===== src/rtl/mips_cpu_harvard_core.sv =====
// mips_cpu_harvard_core
//   Single-cycle MIPS-I integer core with separate instruction and data buses.
//   Every enabled clock commits one instruction; branches and jumps have one
//   architectural delay slot. The core halts once the PC reaches address 0.
//
// Ports
//   clk            in   system clock, rising edge
//   reset          in   asynchronous active-high reset
//   active         out  1 while running, 0 once PC == 0
//   register_v0    out  live value of GPR $2
//   clk_enable     in   1: commit on clk, 0: freeze all state
//   instr_address  out  byte address of the current instruction (PC)
//   instr_readdata in   instruction word, little-endian bus order
//   data_address   out  load/store byte address (rs + sext(imm16))
//   data_write     out  store strobe
//   data_read      out  load strobe
//   data_writedata out  store data, little-endian bus order
//   data_readdata  in   load data, little-endian, valid combinationally
module mips_cpu_harvard_core #(
  parameter logic [31:0] RESET_VECTOR = 32'hBFC00000
) (
  input  logic        clk,
  input  logic        reset,
  output logic        active,
  output logic [31:0] register_v0,
  input  logic        clk_enable,
  output logic [31:0] instr_address,
  input  logic [31:0] instr_readdata,
  output logic [31:0] data_address,
  output logic        data_write,
  output logic        data_read,
  output logic [31:0] data_writedata,
  input  logic [31:0] data_readdata
);

  localparam logic [5:0] OP_RTYPE = 6'h00;
  localparam logic [5:0] OP_J     = 6'h02;
  localparam logic [5:0] OP_BEQ   = 6'h04;
  localparam logic [5:0] OP_BNE   = 6'h05;
  localparam logic [5:0] OP_ADDIU = 6'h09;
  localparam logic [5:0] OP_SLTI  = 6'h0A;
  localparam logic [5:0] OP_SLTIU = 6'h0B;
  localparam logic [5:0] OP_ANDI  = 6'h0C;
  localparam logic [5:0] OP_ORI   = 6'h0D;
  localparam logic [5:0] OP_XORI  = 6'h0E;
  localparam logic [5:0] OP_LUI   = 6'h0F;
  localparam logic [5:0] OP_LW    = 6'h23;
  localparam logic [5:0] OP_SW    = 6'h2B;

  localparam logic [5:0] FN_SLL  = 6'h00;
  localparam logic [5:0] FN_SRL  = 6'h02;
  localparam logic [5:0] FN_SRA  = 6'h03;
  localparam logic [5:0] FN_JR   = 6'h08;
  localparam logic [5:0] FN_ADDU = 6'h21;
  localparam logic [5:0] FN_SUBU = 6'h23;
  localparam logic [5:0] FN_AND  = 6'h24;
  localparam logic [5:0] FN_OR   = 6'h25;
  localparam logic [5:0] FN_XOR  = 6'h26;
  localparam logic [5:0] FN_NOR  = 6'h27;
  localparam logic [5:0] FN_SLT  = 6'h2A;
  localparam logic [5:0] FN_SLTU = 6'h2B;

  // Buses are little-endian; the core works on big-endian-numbered words.
  function automatic logic [31:0] bswap(input logic [31:0] x);
    return {x[7:0], x[15:8], x[23:16], x[31:24]};
  endfunction

  // Declaration initialisers give the reset state at power-up as well.
  logic [31:0] r_pc  = RESET_VECTOR;
  logic [31:0] r_npc = RESET_VECTOR + 32'd4;
  logic [31:0] r_gpr [32] = '{default: 32'd0};

  logic [31:0] w_instr;
  logic [5:0]  w_op;
  logic [4:0]  w_rs;
  logic [4:0]  w_rt;
  logic [4:0]  w_rd;
  logic [4:0]  w_shamt;
  logic [5:0]  w_funct;
  logic [15:0] w_imm;
  logic [31:0] w_sext;
  logic [31:0] w_zext;
  logic [31:0] w_rs_val;
  logic [31:0] w_rt_val;
  logic [31:0] w_br_target;
  logic [31:0] w_j_target;
  logic        w_commit;

  logic        w_wb_en;
  logic [4:0]  w_wb_reg;
  logic [31:0] w_wb_data;
  logic        w_taken;
  logic [31:0] w_target;
  logic        w_is_lw;
  logic        w_is_sw;

  assign w_instr  = bswap(instr_readdata);
  assign w_op     = w_instr[31:26];
  assign w_rs     = w_instr[25:21];
  assign w_rt     = w_instr[20:16];
  assign w_rd     = w_instr[15:11];
  assign w_shamt  = w_instr[10:6];
  assign w_funct  = w_instr[5:0];
  assign w_imm    = w_instr[15:0];
  assign w_sext   = {{16{w_imm[15]}}, w_imm};
  assign w_zext   = {16'd0, w_imm};
  assign w_rs_val = r_gpr[w_rs];
  assign w_rt_val = r_gpr[w_rt];

  // r_npc is the delay-slot address, which is the base for both target kinds.
  assign w_br_target = r_npc + (w_sext << 2);
  assign w_j_target  = {r_npc[31:28], w_instr[25:0], 2'b00};

  assign active   = (r_pc != 32'd0);
  assign w_commit = clk_enable & active;

  always_comb begin
    w_wb_en   = 1'b0;
    w_wb_reg  = w_rt;
    w_wb_data = 32'd0;
    w_taken   = 1'b0;
    w_target  = w_br_target;
    w_is_lw   = 1'b0;
    w_is_sw   = 1'b0;
    case (w_op)
      OP_RTYPE: begin
        w_wb_reg = w_rd;
        w_wb_en  = 1'b1;
        case (w_funct)
          FN_SLL:  w_wb_data = w_rt_val << w_shamt;
          FN_SRL:  w_wb_data = w_rt_val >> w_shamt;
          FN_SRA:  w_wb_data = $signed(w_rt_val) >>> w_shamt;
          FN_JR: begin
            w_wb_en  = 1'b0;
            w_taken  = 1'b1;
            w_target = w_rs_val;
          end
          FN_ADDU: w_wb_data = w_rs_val + w_rt_val;
          FN_SUBU: w_wb_data = w_rs_val - w_rt_val;
          FN_AND:  w_wb_data = w_rs_val & w_rt_val;
          FN_OR:   w_wb_data = w_rs_val | w_rt_val;
          FN_XOR:  w_wb_data = w_rs_val ^ w_rt_val;
          FN_NOR:  w_wb_data = ~(w_rs_val | w_rt_val);
          FN_SLT:  w_wb_data = {31'd0, $signed(w_rs_val) < $signed(w_rt_val)};
          FN_SLTU: w_wb_data = {31'd0, w_rs_val < w_rt_val};
          default: w_wb_en = 1'b0;
        endcase
      end
      OP_J: begin
        w_taken  = 1'b1;
        w_target = w_j_target;
      end
      OP_BEQ: w_taken = (w_rs_val == w_rt_val);
      OP_BNE: w_taken = (w_rs_val != w_rt_val);
      OP_ADDIU: begin
        w_wb_en   = 1'b1;
        w_wb_data = w_rs_val + w_sext;
      end
      OP_SLTI: begin
        w_wb_en   = 1'b1;
        w_wb_data = {31'd0, $signed(w_rs_val) < $signed(w_sext)};
      end
      OP_SLTIU: begin
        w_wb_en   = 1'b1;
        w_wb_data = {31'd0, w_rs_val < w_sext};
      end
      OP_ANDI: begin
        w_wb_en   = 1'b1;
        w_wb_data = w_rs_val & w_zext;
      end
      OP_ORI: begin
        w_wb_en   = 1'b1;
        w_wb_data = w_rs_val | w_zext;
      end
      OP_XORI: begin
        w_wb_en   = 1'b1;
        w_wb_data = w_rs_val ^ w_zext;
      end
      OP_LUI: begin
        w_wb_en   = 1'b1;
        w_wb_data = {w_imm, 16'd0};
      end
      OP_LW: begin
        w_is_lw   = 1'b1;
        w_wb_en   = 1'b1;
        w_wb_data = bswap(data_readdata);
      end
      OP_SW: w_is_sw = 1'b1;
      default: ;
    endcase
  end

  assign instr_address  = r_pc;
  assign register_v0    = r_gpr[2];
  assign data_address   = w_rs_val + w_sext;
  assign data_read      = w_is_lw & w_commit;
  assign data_write     = w_is_sw & w_commit;
  assign data_writedata = bswap(w_rt_val);

  // Reset also drops any pending branch because r_npc is reloaded.
  always_ff @(posedge clk or posedge reset) begin
    if (reset) begin
      r_pc  <= RESET_VECTOR;
      r_npc <= RESET_VECTOR + 32'd4;
    end else if (w_commit) begin
      r_pc  <= r_npc;
      r_npc <= w_taken ? w_target : r_npc + 32'd4;
    end
  end

  // $0 is never written, so it always reads back as zero.
  always_ff @(posedge clk or posedge reset) begin
    if (reset) begin
      for (int i = 0; i < 32; i++) r_gpr[i] <= 32'd0;
    end else if (w_commit && w_wb_en && (w_wb_reg != 5'd0)) begin
      r_gpr[w_wb_reg] <= w_wb_data;
    end
  end

endmodule


===== config.mk =====
export PLATFORM = sky130hd
export DESIGN_NAME = mips_cpu_harvard_core
export DESIGN_NICKNAME = d
export VERILOG_FILES = /design/src/rtl/mips_cpu_harvard_core.sv
export SDC_FILE = /design/constraint.sdc
export NUM_CORES = 2
export LEC_CHECK = 0
export CAP_MARGIN = 20
export CORE_MARGIN = 2
export CORE_UTILIZATION = 30
export CTS_CLUSTER_SIZE = 25
export DETAILED_ROUTE_END_ITERATION = 16
export PLACE_DENSITY = 0.47
export RECOVER_POWER = 50
export SYNTH_ARGS = -nofsm -noshare
export SYNTH_HDL_FRONTEND = slang
export SYNTH_SLANG_ARGS = --single-unit

===== constraint.sdc =====
create_clock -name clk -period 33 [get_ports clk]
set_clock_uncertainty 0.05 [all_clocks]
set_input_delay 3.3 -clock clk [delete_from_list [all_inputs] [get_ports clk]]
set_output_delay 3.3 -clock clk [all_outputs]
set_load 0.01 [all_outputs]

==> out/qor.yml <==
run_status:
  outcome: "finished with violations"
  violations: "capacitance limit, slew limit"
synthesis:
  yosysUniqueCellTypes: 105
  synth_fa_ha_area_frac: 0.03860
  synth-main-ff-cell: "dfrtp_1"
  synthMuxAreaShare: 0.2589
  synth_edf_count: 0
  synth_top_family_by_area: "multiplexers"
  synth_area_um2: 73060
  yosys.area_share.simple: 0.1046
  synth_compound_area_frac: 0.1613
  yosysSeqAreaShare: 0.3730
  synth_seq_cells: 1088
  synthesis.nets: 7455
  synth_warnings: 0
  synthCells: 7165
  synthArstFlopShare: 1.000
  syn_area_per_cell_um2: 10.20
  synth-xor-area-share: 0.008752
drt:
  wirelength_um: 351100
  firstDrtPassIters: 8
  drc: 0
  wire_per_inst_um: 34.00
  drt_iter0_markers: 6384
  via_per_inst: 6.014
  ant_nets: 0
  vias: 62110
layout:
  layout.nets: 7302
  layout_commonest_cell: "dfrtp_1"
  synthToLayoutAreaGrowth_pct: 12.91
  drive_above_1_share: 0.2081
  final_cell_mix: "dfrtp_1 (1069), nand2_1 (938), o21ai_1 (503), mux4_2 (459), mux2i_1 (432)"
timing:
  min_period_over_period: 0.6662
  fin_crit_ps: 21980
  holdWs_ps: 347.7
  finalSetupTns_ps: 0
  slew_headroom: -4.391
  slew_violations: 960
  worst_slew_pin_slew_ps: 8086
  hold_viol_final: 0
  fmax_ghz: 0.04549
  rsz0062_at_grt: "no"
  fin_ws_ps: 11020
  setup_viol: 0
critical_path:
  reg2reg_depth: 16
  worstSetupEndpointType: "primary output"
  start_kind: "input port"
  path_class: "in2out"
  r2r-end: "r_gpr[248]"
  endpoint: "data_address[31]"
  cp.arrival_ps: 18630
  setup.worst_path.start: "instr_readdata[13]"
  crit_fanout: 86
  r2r_start: "r_gpr[707]"
  crit_required_ps: 29650
  r2r_slack_ps: 25570
global_routing:
  grt_antenna_before_repair: 10
  track_usage: 0.2774
  grt.overflow.total: 0
  grt_pass1_vias: 60270
  grt_max_degree: 146
  grt_pass1_wl_um: 492300
power:
  power.density_nw_per_um2: 40.03
  irDropWorstVdd_mv: 0.03329
  p_leak_nw: 35.49
placed_design:
  pre_cts_ws_ps: 19040
  hpwlAfterDp_um: 237700
  gp_congestion: 1.054
  io_buffers: 197
job:
  drv_cap: 12
floorplan:
  ios: 198
  die_w_um: 497.5
  die_h_um: 497.5
  initial_utilization: 0.3009
  row_count: 181
  die-area_um2: 247500
  coreArea_um2: 242800
clock_tree:
  cts_root_buf: "clkbuf_16"
  numCtsBuffers: 133
  clk_pin_slew_ps: 50
  cts_tree: "built"
  clkSinkCount: 1088
  clockBufferDepth: 3
  htree_num_levels: 4
  ctsHoldBuffers: 0
  clk_latency_ps: 830
  cts_setup_buffers: 0
  post_cts_resized: 0
hold_path:
  min_path_type: "reg2reg"
==> synth_stat cells (34+ instances only) <==
library cell  count  area share
dfrtp_1        1069        0.37
nand2_1         969       0.050
o21ai_1         506       0.035
clkbuf_1        476       0.024
mux4_2          459        0.14
mux2i_1         434       0.059
mux2_2          372       0.057
o21ai_0         306       0.021
a21oi_1         297       0.020
nor2_1          271       0.014
ha_1            219       0.038
a22oi_1         165       0.017
inv_1           145      0.0075
nand3_1         125      0.0086
buf_2            93      0.0064
o22ai_1          71      0.0061
nor3_1           67      0.0046
a31oi_1          61      0.0052
xnor2_1          61      0.0073
buf_4            58      0.0060
buf_1            56      0.0029
nand4_1          54      0.0046
a211oi_1         50      0.0051
a221oi_1         42      0.0050
nor4_1           37      0.0032
and3_1           34      0.0029
==> cell type report <==
cell class / instances / area (µm²)
fillers: 24570 / 160300
multi-input cells: 5182 / 42420
flip-flops and latches: 1088 / 27250
well taps: 3202 / 4006
clock buffers: 194 / 3839
repair buffers: 432 / 3682
inverters: 175 / 660.6
clock inverters: 45 / 606.8
diodes: 9 / 22.52
==> worst max-delay path, cell delays in order <==
cell	delay, ps
clkbuf_1	3740
clkbuf_1	5490
mux4_2	970
mux4_2	510
mux2_2	440
inv_1	260
ha_1	320
a211oi_1	470
o21ai_0	230
a21oi_1	560
o21ai_0	250
buf_4	210
and4_1	200
o21ai_0	310
a31oi_1	210
a21oi_1	220
xor2_1	210
clkdlybuf4s50_1	570
==> worst min-delay path by stage <==
stage / slack (ps) / start / depth (start not counted) / end
5_1_grt: 360 / r_gpr[995] / 0 / r_gpr[995]
3_5_place_dp: 330 / r_gpr[1021] / 0 / r_gpr[1021]
3_3_place_gp: 330 / r_gpr[1022] / 0 / r_gpr[1022]
2_1_floorplan: 390 / r_npc[0] / 2 / instr_address[0]
6_report: 350 / r_gpr[1021] / 0 / r_gpr[1021]
4_1_cts: 350 / r_gpr[1021] / 0 / r_gpr[1021]
==> report_power, final <==
part	total (mW)	leakage, nW	switching [mW]	internal (mW)
sequential	1.34	15.1	0.000903	1.34
combinational	0.449	18.2	0.320	0.128
clock	1.52	2.17	0.638	0.880
==> kinds of logic after synthesis <==
kind of cell | Yosys count
compound gates | 1891
mux | 1269
simple gates | 1726
flops | 1088
fa+ha+maj | 223
xor+xnor | 73
buf+inv | 895
==> flip-flops by register name, indices dropped and copies added (netlist names) <==
name	flops
r_gpr	992
instr_address	32
r_npc	32
register_v0	32
==> metrics by stage <==
step / util / area (µm²) / total power, mW / instances
finish: 0.3398 / 82490 / 3.302 / 10330
global route: 0.3397 / 82470 / 3.404 / 10320
CTS: 0.3399 / 82530 / 3.325 / 10320
detailed placement: 0.3216 / 78080 / 1.799 / 10080
global placement: 0.3215 / 78060 / 1.801 / 10070
floorplan: - / 73060 / 1.613 / 7165
==> routing by layer <==
metal | vias to the layer above | share of wire | GRT usage
li1 | 26410 | - | -
met4 | 2 | 0.058 | 0.1380
met3 | 680 | 0.069 | 0.05013
met2 | 2883 | 0.45 | 0.4378
met5 | - | 0.000037 | 0
met1 | 32130 | 0.42 | 0.3653
Note: power is estimated with default switching activity, not from simulation.
